$ cat config.mk
export PLATFORM = sky130hd
export DESIGN_NAME = tone_generator
export DESIGN_NICKNAME = d
export VERILOG_FILES = /design/src/rtl/tone_generator.sv
export SDC_FILE = /design/constraint.sdc
export NUM_CORES = 1
export LEC_CHECK = 0
export BUFFER_PORTS_ARGS = -buffer_cell sky130_fd_sc_hd__buf_2
export CAP_MARGIN = 20
export CORE_UTILIZATION = 55
export DETAILED_ROUTE_END_ITERATION = 10
export PLACE_DENSITY = 0.83
export RECOVER_POWER = 50
export SYNTH_ARGS = -nofsm -noshare
export SYNTH_HDL_FRONTEND = slang
export SYNTH_SLANG_ARGS = --single-unit
$ cat constraint.sdc
create_clock -name iClk -period 3.69 [get_ports iClk]
set_input_delay 0.5535 -clock iClk [delete_from_list [all_inputs] [get_ports iClk]]
set_output_delay 0.5535 -clock iClk [all_outputs]
set_load 0.03 [all_outputs]
$ cat src/rtl/tone_generator.sv
// Square-wave tone source for the piano: filters the selector's note code
// and toggles oAudio at the half-period of the accepted note.
module tone_generator #(
    parameter int CLK_HZ        = 100_000_000,
    parameter int STABLE_CYCLES = 4
) (
    input  logic       iClk,
    input  logic       iReset,
    input  logic [7:0] iNote,
    output logic       oAudio,
    output logic       oPlaying,
    output logic [7:0] oNote
);

    localparam int MAX_HALF = 2 * (CLK_HZ / 524);
    localparam int PW = $clog2(MAX_HALF + 1);
    localparam int CW = $clog2(STABLE_CYCLES + 1);
    localparam logic [CW-1:0] SAT = CW'(STABLE_CYCLES);

    localparam logic [PW-1:0] HALF_C = PW'(CLK_HZ / 524);
    localparam logic [PW-1:0] HALF_D = PW'(CLK_HZ / 588);
    localparam logic [PW-1:0] HALF_E = PW'(CLK_HZ / 660);
    localparam logic [PW-1:0] HALF_F = PW'(CLK_HZ / 698);
    localparam logic [PW-1:0] HALF_G = PW'(CLK_HZ / 784);
    localparam logic [PW-1:0] HALF_A = PW'(CLK_HZ / 880);
    localparam logic [PW-1:0] HALF_B = PW'(CLK_HZ / 988);

    localparam logic [0:0] IDLE = 1'b0;
    localparam logic [0:0] PLAY = 1'b1;

    function automatic logic isValid(input logic [7:0] code);
        return (code[7:6] == 2'd0) && (code[5:4] != 2'd3) &&
               (code[3:0] >= 4'd1) && (code[3:0] <= 4'd7);
    endfunction

    function automatic logic [PW-1:0] halfOf(input logic [5:0] code);
        logic [PW-1:0] mid;
        logic [PW-1:0] h;
        case (code[3:0])
            4'd1:    mid = HALF_C;
            4'd2:    mid = HALF_D;
            4'd3:    mid = HALF_E;
            4'd4:    mid = HALF_F;
            4'd5:    mid = HALF_G;
            4'd6:    mid = HALF_A;
            4'd7:    mid = HALF_B;
            default: mid = HALF_C;
        endcase
        case (code[5:4])
            2'd0:    h = mid << 1;
            2'd2:    h = mid >> 1;
            default: h = mid;
        endcase
        return h;
    endfunction

    logic [7:0]    cand;
    logic [CW-1:0] cnt;
    logic [0:0]    state;
    logic [PW-1:0] phase;
    logic [PW-1:0] halfReg;

    logic [7:0]    norm;
    logic [7:0]    nextCand;
    logic [CW-1:0] nextCnt;
    logic          accept;

    always_comb begin
        norm     = isValid(iNote) ? iNote : 8'h00;
        nextCand = norm;
        nextCnt  = {{(CW-1){1'b0}}, 1'b1};
        if (norm == cand) begin
            nextCand = cand;
            nextCnt  = (cnt == SAT) ? cnt : cnt + 1'b1;
        end
        accept = (nextCnt == SAT) && (nextCand != oNote);
    end

    assign oPlaying = (state == PLAY);

    // Acceptance always restarts the phase so a new note begins low.
    always_ff @(posedge iClk or posedge iReset) begin
        if (iReset) begin
            cand    <= 8'h00;
            cnt     <= '0;
            oNote   <= 8'h00;
            state   <= IDLE;
            phase   <= '0;
            halfReg <= '0;
            oAudio  <= 1'b0;
        end else begin
            cand <= nextCand;
            cnt  <= nextCnt;
            if (accept) begin
                oNote   <= nextCand;
                phase   <= '0;
                oAudio  <= 1'b0;
                halfReg <= halfOf(nextCand[5:0]);
                state   <= (nextCand != 8'h00) ? PLAY : IDLE;
            end else if (state == PLAY) begin
                if (phase == halfReg - 1'b1) begin
                    phase  <= '0;
                    oAudio <= ~oAudio;
                end else begin
                    phase <= phase + 1'b1;
                end
            end
        end
    end

endmodule

==> results by stage, run 1 <==
Logic synthesis:
- In this run the mean area of a mapped cell was 8.40 µm².
- The synthesized cell area is 0.00417 mm².
- Of all flip-flops after synthesis, the portion carrying an async set or reset was 100%.
- The most used flip-flop cell after synthesis is sky130_fd_sc_hd__dfrtp_1.
- The share of the Yosys chip area taken by registers is 35.4%.
- The distinct cell type count after synthesis is 73.
- The cell count after synthesis came out at 497.
- The count of flip-flops with a built-in enable after synthesis is 0.
- The Yosys step of the flow raised 0 warnings.
- The post-synthesis register bit count is 59.

Worst setup path:
- The depth of the most critical reg-to-reg path is 7.
- The peak per-stage delay on the critical path is 0.77 ns.
- At the worst endpoint, the required time is 3.97 ns.
- The kind of cell with the highest combined delay along the critical path is compound AO/OA/AOI/OAI gates.
- The worst setup path is launched from an input pin.
- The signal on the critical path passes through clkbuf_1, a2111o_1, buf_4, nor2_1, o32ai_1, nand4_1, a21oi_2, o21ai_0, a21oi_1.
- Data on the critical path arrives at its endpoint at 3.49 ns.
- The capture point of the worst path is phase[9]$_DFFE_PP0P_.
- STA classifies the critical path endpoint as a flip-flop.
- The worst register-to-register path begins at halfReg[0]$_DFFE_PP0P_.
- The critical-path cell with the highest stage delay is sky130_fd_sc_hd__clkbuf_1.
- In this run the number of cells on the critical path is 9.
- In this run the worst path has a maximum fanout of 25.
- The endpoint identified for the worst register-to-register timing path is phase[16]$_DFFE_PP0P_.
- Counting both buffers and inverters, the worst setup path holds a total of 2.
- Setup slack on the worst reg-to-reg path comes out at 0.59 ns.
- The critical path in this run is classified as in -> reg.
- Tracing the worst setup path back leads to its startpoint at iNote[5].

Timing:
- The fraction of the cycle the final worst path needs is 86.9%.
- The relative slew slack is 8.89%.
- The final count of pins violating max slew came to 0.
- The number of hold violations in the final report came to 0.
- The final clock skew is 0.00996 ns.
- The maximum clock frequency is 312 MHz.
- The worst path needs 3.21 ns of the cycle, external delays included.
- The slew at the pin with the worst max-slew slack is 1.37 ns.
- Setup repair after global routing left no endpoint under its margin.
- The final setup violation count is 0.
- Summed over all failing endpoints, the final setup total negative slack is 0 ns.

Clock tree:
- The tree is rooted in a sky130_fd_sc_hd__clkbuf_8.
- TritonCTS built the clock tree.
- The maximum count of clock buffers along a single path is 2.
- The clock latency of the later-clocked register in the worst-skew pair is 0.36 ns.
- The post-cts hold buffer count is 0.
- TritonCTS created 9 clock buffers.
- In this run the post-CTS setup repair buffer count came out at 0.
- The deepest level of the CTS H-tree is 3.
- The total clock sinks is 59.
- The count of instances resized after the clock tree is built is 0.
- The clock transition time at the flip-flop clock pins of the worst setup and hold paths is 0.08 ns.

Finish:
- For this run, the share of the core covered by cells in the final layout is 61.6%.
- The final-stage net count is 518.
- The number of antenna diodes in the final layout is 0.
- The filler-free cell count of the finished design is 608.
- In the final layout, the share of cells above drive strength 1 is 12.2%.
- The final-layout fill cell count is 628.
- The growth of design area from synthesis to finish is 7.64%.

Global routing:
- In the global route stage, overall resource usage came out at 26.9%.
- The via count of the first global-routing pass is 3234.
- The first global-routing pass estimated 16.1 mm of wire.
- The number of antenna violations at the first check in global routing is 0.
- The total overflow left after global routing is 0.
- The maximum number of pins on one net before global-route repair is 41.

Status:
- The flow ran to the end, and the final reports show no timing, DRC or antenna violations.

Detailed routing:
- The initial DRC count is 325.
- The routed layout has 3719 vias.
- The total iterations of the first detailed-routing run is 5.
- The wire length on met3 is 483 µm.
- The routed length per instance is 16.5 µm.
- The highest routed metal layer is met4.
- The routed design has 10.0 mm of wire.
- In the routed layout, each cell is associated on average with a via count of 6.12.
- The detail route stage leaves a number of antenna-violating nets equal to 0.
- In the routed design, unresolved DRC markers number 0.
- The routed metal-1 wire length is 4.44 mm.
- Summed over all nets, wire length on met2 after detailed routing comes to 4.87 mm.

Power:
- In this run switching power makes up 33.0% of total power.
- The share of total power in sequential cells is 48.4%.
- The highest ir drop seen on vdd is 0.247 mV.
- The power density of the placed cells is 342 mW/mm².
- The share of total power in combinational logic is 16.6%.
- The share of total power dissipated in the clock network is 35.0%.
- Summed over all nets, the switching power comes to 508 µW.
- The leakage component of the power is 0.00189 µW.
- The internal power of the cells totals 1030 µW.

Placed design:
- Including well taps, the total number of placed cells is 592.
- The congestion estimate from routability-driven global placement came to 0.968.
- The detailed-placement wirelength estimate is 7.20 mm.
- The number of I/O port buffers is 19.

Die:
- The number of cell rows is 31.
- The total area inside the core boundary comes to 0.00729 mm².
- The chip width is 89.1 µm.
- The initial core utilization is 57.2%.
- The height of the die is 89.1 µm.
- The number of top-level pins is 20.
- The floorplan die area is 0.00794 mm².

Job:
- The tool flagged a number of max-cap violations equal to 0.

Hold path:
- The kind of path behind the tightest hold check is reg -> reg.
- The number of cells on the worst hold path is 2.
-- state kept, by name, summed over array words and instances (netlist names) --
signal and count:
cnt 3, halfReg 19, oPlaying 1, oNote 8, phase 19, cand 8
oAudio 1
-- worst reg2reg max path, stage by stage, from the launching register on --
cell	delay (ns)
sky130_fd_sc_hd__dfrtp_1	0.47
sky130_fd_sc_hd__nor4_4	0.60
sky130_fd_sc_hd__and3_1	0.31
sky130_fd_sc_hd__mux2i_1	0.12
sky130_fd_sc_hd__a2111oi_2	0.43
sky130_fd_sc_hd__o2111ai_2	0.27
sky130_fd_sc_hd__o31ai_4	0.63
sky130_fd_sc_hd__nor2_1	0.13
-- synth_stat cells, types with 3 or more instances --
cell / instances / area [µm²]
sky130_fd_sc_hd__a32oi_1: 4 / 35.0
sky130_fd_sc_hd__mux2_2: 4 / 45.0
sky130_fd_sc_hd__buf_6: 3 / 33.8
sky130_fd_sc_hd__o21ai_0: 41 / 205
sky130_fd_sc_hd__nand2b_1: 8 / 50.1
sky130_fd_sc_hd__or4_1: 5 / 37.5
sky130_fd_sc_hd__nand3_1: 16 / 80.1
sky130_fd_sc_hd__nor3b_1: 3 / 22.5
sky130_fd_sc_hd__buf_1: 5 / 18.8
sky130_fd_sc_hd__xnor2_1: 25 / 219
sky130_fd_sc_hd__o22ai_1: 5 / 31.3
sky130_fd_sc_hd__or3_1: 8 / 50.1
sky130_fd_sc_hd__and2_1: 7 / 43.8
sky130_fd_sc_hd__nor2b_1: 7 / 43.8
sky130_fd_sc_hd__ha_1: 4 / 50.1
sky130_fd_sc_hd__a311oi_1: 4 / 35.0
sky130_fd_sc_hd__a31oi_1: 5 / 31.3
sky130_fd_sc_hd__nor2_1: 47 / 176
sky130_fd_sc_hd__a21o_1: 6 / 45.0
sky130_fd_sc_hd__nand2_1: 48 / 180
sky130_fd_sc_hd__nor3_1: 13 / 65.1
sky130_fd_sc_hd__clkbuf_1: 21 / 78.8
sky130_fd_sc_hd__nand4_1: 6 / 37.5
sky130_fd_sc_hd__and3_1: 12 / 75.1
sky130_fd_sc_hd__xor2_1: 13 / 114
sky130_fd_sc_hd__buf_2: 4 / 20.0
sky130_fd_sc_hd__a21oi_1: 36 / 180
sky130_fd_sc_hd__inv_1: 15 / 56.3
sky130_fd_sc_hd__dfrtp_1: 59 / 1480
sky130_fd_sc_hd__o31ai_1: 3 / 22.5
sky130_fd_sc_hd__o211ai_1: 4 / 30.0
sky130_fd_sc_hd__mux2i_1: 3 / 30.0
-- kinds of logic (layout without fill, tap and decap cells) --
| group | after synthesis | count (layout) | synth area share [%] |
|---|---|---|---|
| simple gates | 199 | 199 | 25.5 |
| compound gates | 139 | 139 | 22.7 |
| flops | 59 | 59 | 35.4 |
| buf+inv | 49 | 59 | 5.07 |
| xor+xnor | 38 | 38 | 7.97 |
| mux | 7 | 7 | 1.80 |
| fa+ha+maj | 5 | 5 | 1.44 |
| other cells | 1 | 3 | 0.0898 |
-- power by group through the flow --
stage	sequential, µW	clock (µW)	combinational [µW]
detailed placement	756	0	251
floorplan	729	0	212
finish	745	538	255
CTS	744	544	254
global route	749	573	281
global placement	755	0	243
-- worst min path at each step --
stage / endpoint / startpoint
final: halfReg[18]$_DFFE_PP0P_ / halfReg[18]$_DFFE_PP0P_
after global routing: oNote[6]$_DFFE_PP0P_ / oNote[6]$_DFFE_PP0P_
after CTS: cnt[2]$_DFF_PP0_ / iReset
after detailed placement: oNote[6]$_DFFE_PP0P_ / oNote[6]$_DFFE_PP0P_
after global placement: halfReg[18]$_DFFE_PP0P_ / halfReg[18]$_DFFE_PP0P_
after floorplan: halfReg[18]$_DFFE_PP0P_ / halfReg[18]$_DFFE_PP0P_
-- layer usage --
layer	vias to the layer above	GRT usage, %
met5	-	0
met4	0	8.08
met3	24	5.91
met2	145	44.1
met1	1748	35.8
li1	1802	-
-- layout by cell type, fill, tap and decap left out, types with 5 or more instances in the layout --
cell type                  count
sky130_fd_sc_hd__dfrtp_1      59
sky130_fd_sc_hd__nand2_1      48
sky130_fd_sc_hd__nor2_1       47
sky130_fd_sc_hd__o21ai_0      41
sky130_fd_sc_hd__a21oi_1      36
sky130_fd_sc_hd__xnor2_1      25
sky130_fd_sc_hd__buf_2        18
sky130_fd_sc_hd__nand3_1      16
sky130_fd_sc_hd__inv_1        15
sky130_fd_sc_hd__nor3_1       13
sky130_fd_sc_hd__xor2_1       13
sky130_fd_sc_hd__and3_1       12
sky130_fd_sc_hd__clkbuf_8      9
sky130_fd_sc_hd__or3_1         8
sky130_fd_sc_hd__nand2b_1      8
sky130_fd_sc_hd__nor2b_1       7
sky130_fd_sc_hd__and2_1        7
sky130_fd_sc_hd__nand4_1       6
sky130_fd_sc_hd__a21o_1        6
sky130_fd_sc_hd__buf_4         6
sky130_fd_sc_hd__o22ai_1       5
sky130_fd_sc_hd__a31oi_1       5
sky130_fd_sc_hd__or4_1         5
-- area by class of cell --
cell class | count | area, µm² | area share, %
Inverter | 16 | 60.1 | 1.34
Clock buffer | 9 | 124 | 2.76
Clock inverter | 7 | 52.6 | 1.17
Tap cell | 99 | 124 | 2.76
Timing Repair Buffer | 27 | 163 | 3.62
Sequential cell | 59 | 1480 | 32.9
Multi-Input combinational cell | 391 | 2490 | 55.5
-- through the flow --
step / total power, µW / hold slack [ns] / instance area [µm²] / worst slack (ns)
CTS: 1540 / 0.345 / 4500 / 0.592
global route: 1600 / 0.538 / 4490 / 0.245
floorplan: 941 / 0.469 / 4180 / 0.916
finish: 1540 / 0.521 / 4490 / 0.482
detailed placement: 1010 / 0.504 / 4320 / 0.552
global placement: 999 / 0.488 / 4320 / 0.637
Note: power is estimated with default switching activity, not from simulation.
==> run 2, diff against run 1 <==
--- a/config.mk
+++ b/config.mk
@@ -8,6 +8,7 @@
 export BUFFER_PORTS_ARGS = -buffer_cell sky130_fd_sc_hd__buf_2
 export CAP_MARGIN = 20
 export CORE_UTILIZATION = 55
+export CTS_CLUSTER_DIAMETER = 60
 export DETAILED_ROUTE_END_ITERATION = 10
 export PLACE_DENSITY = 0.83
 export RECOVER_POWER = 50
==> constraint.sdc (replaced) <==
create_clock -name iClk -period 3.3 [get_ports iClk]
set_input_delay 0.495 -clock iClk [delete_from_list [all_inputs] [get_ports iClk]]
set_output_delay 0.495 -clock iClk [all_outputs]
set_load 0.03 [all_outputs]
==> results by stage, run 2 (synthesis gave the netlist of run 1 again) <==
Status:
- The flow ran to the end, and the final reports show no timing, DRC or antenna violations.

Global routing:
- The first-pass GRT wire length is 16.6 mm (+3.1%).
- The number of antenna violations at the first check in global routing is 0 (unchanged).
- The global router's overall resource usage is 27.5% (+0.61 points).
- The total global routing overflow came to 0 (unchanged).
- The maximum number of pins on one net before global-route repair is 40 (-2.4%).
- The via count of the first global-routing pass came to 3441 (+6.4%).

Clock tree:
- The maximum count of clock buffers along a single path is 2 (unchanged).
- The CTS tree is built.
- The CTS buffer count was 9 (unchanged).
- The deepest level of the CTS H-tree is 3 (unchanged).
- The clock latency of the later-clocked register in the worst-skew pair was 0.35 ns (about the same).
- The post-cts hold buffer count was 0 (unchanged).
- The count of instances resized after the clock tree is built came to 0 (unchanged).
- The root buffer cell is sky130_fd_sc_hd__clkbuf_8.
- The clock transition time at the flip-flop clock pins of the worst setup and hold paths is 0.08 ns (about the same).
- The total clock sinks is 59 (unchanged).
- The post-CTS repair timing setup buffer count was 0 (unchanged).

Placed design:
- The number of I/O port buffers came to 19 (unchanged).
- The routability-driven placement congestion ratio is 0.929 (-4.0%).
- The detailed-placement wirelength estimate came to 7.49 mm (+4.0%).

Timing:
- Static timing analysis puts the maximum clock frequency at 337 MHz.
- The worst hold slack after final layout is 0.273 ns (-0.247 ns).
- The final count of pins violating max slew is 0 (unchanged).
- The final clock skew is 0.0107 ns (+0.000696 ns).
- Setup repair after global routing left no endpoint under its margin.
- The number of hold violations in the final report was 0 (unchanged).
- The slew at the pin with the worst max-slew slack is 0.983 ns (-0.382 ns).
- The post-route setup TNS came to 0 ns (unchanged).
- The fraction of the cycle the final worst path needs is 89.8%.
- The relative slew slack is 34.4% (+26 points).
- For the finished layout, the period the worst path requires is 2.96 ns.
- The final setup violation count is 0 (unchanged).

Worst setup path:
- The critical path goes through inv_1, ha_1, or3b_2, a311oi_1, nand2_1, nor4b_4, a21oi_2, buf_4, or3_1, a21oi_1.
- The worst flop-to-flop path startpoint is cnt[0]$_DFF_PP0_.
- The worst setup path is launched from a flip-flop.
- The endpoint arrival time on the critical path was 3.23 ns (-0.26 ns).
- The required time reported for the critical path endpoint was 3.56 ns (-0.41 ns).
- The depth of the most critical reg-to-reg path is 10 (+3).
- The slack of the worst reg-to-reg path is 0.34 ns (-0.25 ns).
- The capturing element type of the critical path is a flip-flop.
- The worst setup path category is reg -> reg.
- The worst register-to-register path ends at phase[14]$_DFFE_PP0P_.
- The largest individual stage delay along the critical path comes from the cell sky130_fd_sc_hd__or3b_2.
- The peak per-stage delay on the critical path came to 0.47 ns (-0.30 ns).
- The largest driver fanout on the critical path is 11 (-56%).

Detailed routing:
- The total iterations of the first detailed-routing run is 6 (+1).
- The initial DRC count is 342 (+5.2%).
- The detailed-route vias per instance is 6.23 (+1.9%).
- The number of remaining DRC errors was 0 (unchanged).
- The total via count in the routed design was 3859 (+3.8%).
- The final antenna-violating net count is 0 (unchanged).
- The total wire length after detailed routing is 10.3 mm (+2.5%).
- The routed length per instance is 16.6 µm (+0.68%).

Die:
- The chip width is 89.1 µm (unchanged).
- The height of the die came to 89.1 µm (unchanged).
- The floorplan die area is 0.00794 mm² (unchanged).
- The initial core utilization is 57.2% (unchanged).
- The core area is 0.00729 mm² (unchanged).
- The number of top-level pins is 20 (unchanged).
- The number of cell rows is 31 (unchanged).

Hold path:
- The kind of path behind the tightest hold check is in -> async.

Finish:
- The final-layout fill cell count is 624 (-0.64%).
- Compared with the post-synthesis result, the final layout area differs by 9.32%.
- The fraction of final layout cells with drive strength greater than 1 is 14.0% (+1.9 points).
- Leaving out fill and tap cells, the most frequent cell in the layout is sky130_fd_sc_hd__dfrtp_1.
- In the layout the commonest cells are 59 x sky130_fd_sc_hd__dfrtp_1, 48 x sky130_fd_sc_hd__nand2_1, 47 x sky130_fd_sc_hd__nor2_1, 41 x sky130_fd_sc_hd__o21ai_0, 36 x sky130_fd_sc_hd__a21oi_1.
- The largest registers in the layout are halfReg: 19 flops, phase: 19 flops.
- The number of diodes is 0 (unchanged).
- The final-stage net count is 529 (+2.1%).

Power:
- The highest ir drop seen on vdd is 0.342 mV (+38%).
- The total chip power came to 1740 µW (+13%).
- The share of total power in combinational logic is 16.9% (+0.3 points).
- The power density of the placed cells was 382 mW/mm² (+12%).
- The switching part of the total power came to 33.2% (+0.12 points).
- The share of total power in sequential cells was 47.6% (-0.8 points).
- The leakage component of the power is 0.00194 µW (+2.6%).
- The net switching power of the design is 578 µW (+14%).
- The share of total power in the clock network is 35.4% (+0.4 points).
- The internal power is 1160 µW (+13%).

Job:
- The max-capacitance violation count was 0 (unchanged).
-- run 2: cell count changes in the layout (fill, tap and decap cells not counted) --
cell and change:
sky130_fd_sc_hd__and2_0 +1, sky130_fd_sc_hd__and2_1 -1, sky130_fd_sc_hd__buf_12 -1, sky130_fd_sc_hd__buf_2 +1, sky130_fd_sc_hd__buf_4 +11, sky130_fd_sc_hd__clkbuf_1 -1
sky130_fd_sc_hd__clkbuf_2 +1, sky130_fd_sc_hd__clkinv_2 -1, sky130_fd_sc_hd__clkinv_4 -1, sky130_fd_sc_hd__inv_6 +1, sky130_fd_sc_hd__inv_8 +1, sky130_fd_sc_hd__nand3_1 +1
sky130_fd_sc_hd__nand3_2 -1
-- run 2: worst max-delay path by stage --
| stage | start | slack, ns | to |
|---|---|---|---|
| floorplan | cnt[0]$_DFF_PP0_ | 0.53 | phase[13]$_DFFE_PP0P_ |
| global placement | halfReg[0]$_DFFE_PP0P_ | 0.46 | oAudio$_DFFE_PP0P_ |
| detailed placement | cnt[0]$_DFF_PP0_ | 0.39 | halfReg[1]$_DFFE_PP0P_ |
| CTS | cnt[0]$_DFF_PP0_ | 0.35 | halfReg[2]$_DFFE_PP0P_ |
| global route | cnt[0]$_DFF_PP0_ | 0.19 | halfReg[5]$_DFFE_PP0P_ |
| finish | cnt[0]$_DFF_PP0_ | 0.34 | phase[14]$_DFFE_PP0P_ |
-- run 2: per-stage QoR --
stage | std cells | worst slack (ns) | instance area [µm²] | utilization (%)
after floorplan | 499 | 0.532 | 4180 | -
after global placement | 603 | 0.457 | 4390 | 60.2
after detailed placement | 603 | 0.387 | 4390 | 60.2
after CTS | 619 | 0.354 | 4570 | 62.7
after global routing | 619 | 0.192 | 4560 | 62.6
final | 619 | 0.336 | 4560 | 62.6
-- run 2: worst max-delay path, delay by kind of cell (launching register included) --
| family | cells | cell delay [ns] |
|---|---|---|
| AND/OR/NAND/NOR | 4 | 1.27 |
| AO/OA/AOI/OAI | 3 | 0.68 |
| flip-flops | 1 | 0.43 |
| buffers and inverters | 2 | 0.27 |
| adder cells (fa/ha/maj) | 1 | 0.23 |
-- run 2: layout make-up --
type / count / area, µm² / share of cell area [%]
multi-input cells: 391 / 2490 / 54.5
clock inverters: 7 / 58.8 / 1.29
flip-flops and latches: 59 / 1480 / 32.4
well taps: 99 / 124 / 2.71
clock buffers: 9 / 124 / 2.71
inverters: 16 / 60.1 / 1.32
repair buffers: 38 / 231 / 5.07
-- run 2: power groups by stage --
stage / logic (µW) / clock network [µW] / registers [µW]
after floorplan: 237 / 0 / 815
after global placement: 278 / 0 / 841
after detailed placement: 292 / 0 / 844
after CTS: 293 / 621 / 829
after global routing: 328 / 661 / 839
final: 295 / 618 / 830
-- run 2: routing by layer --
layer  track usage [%]  share of wire [%]  up-vias
met5                 0                  0        -
li1                  -                  -     1829
met2              43.9                 48      182
met3              5.08                6.5       30
met4              11.8                2.7        0
met1              36.7                 43     1818
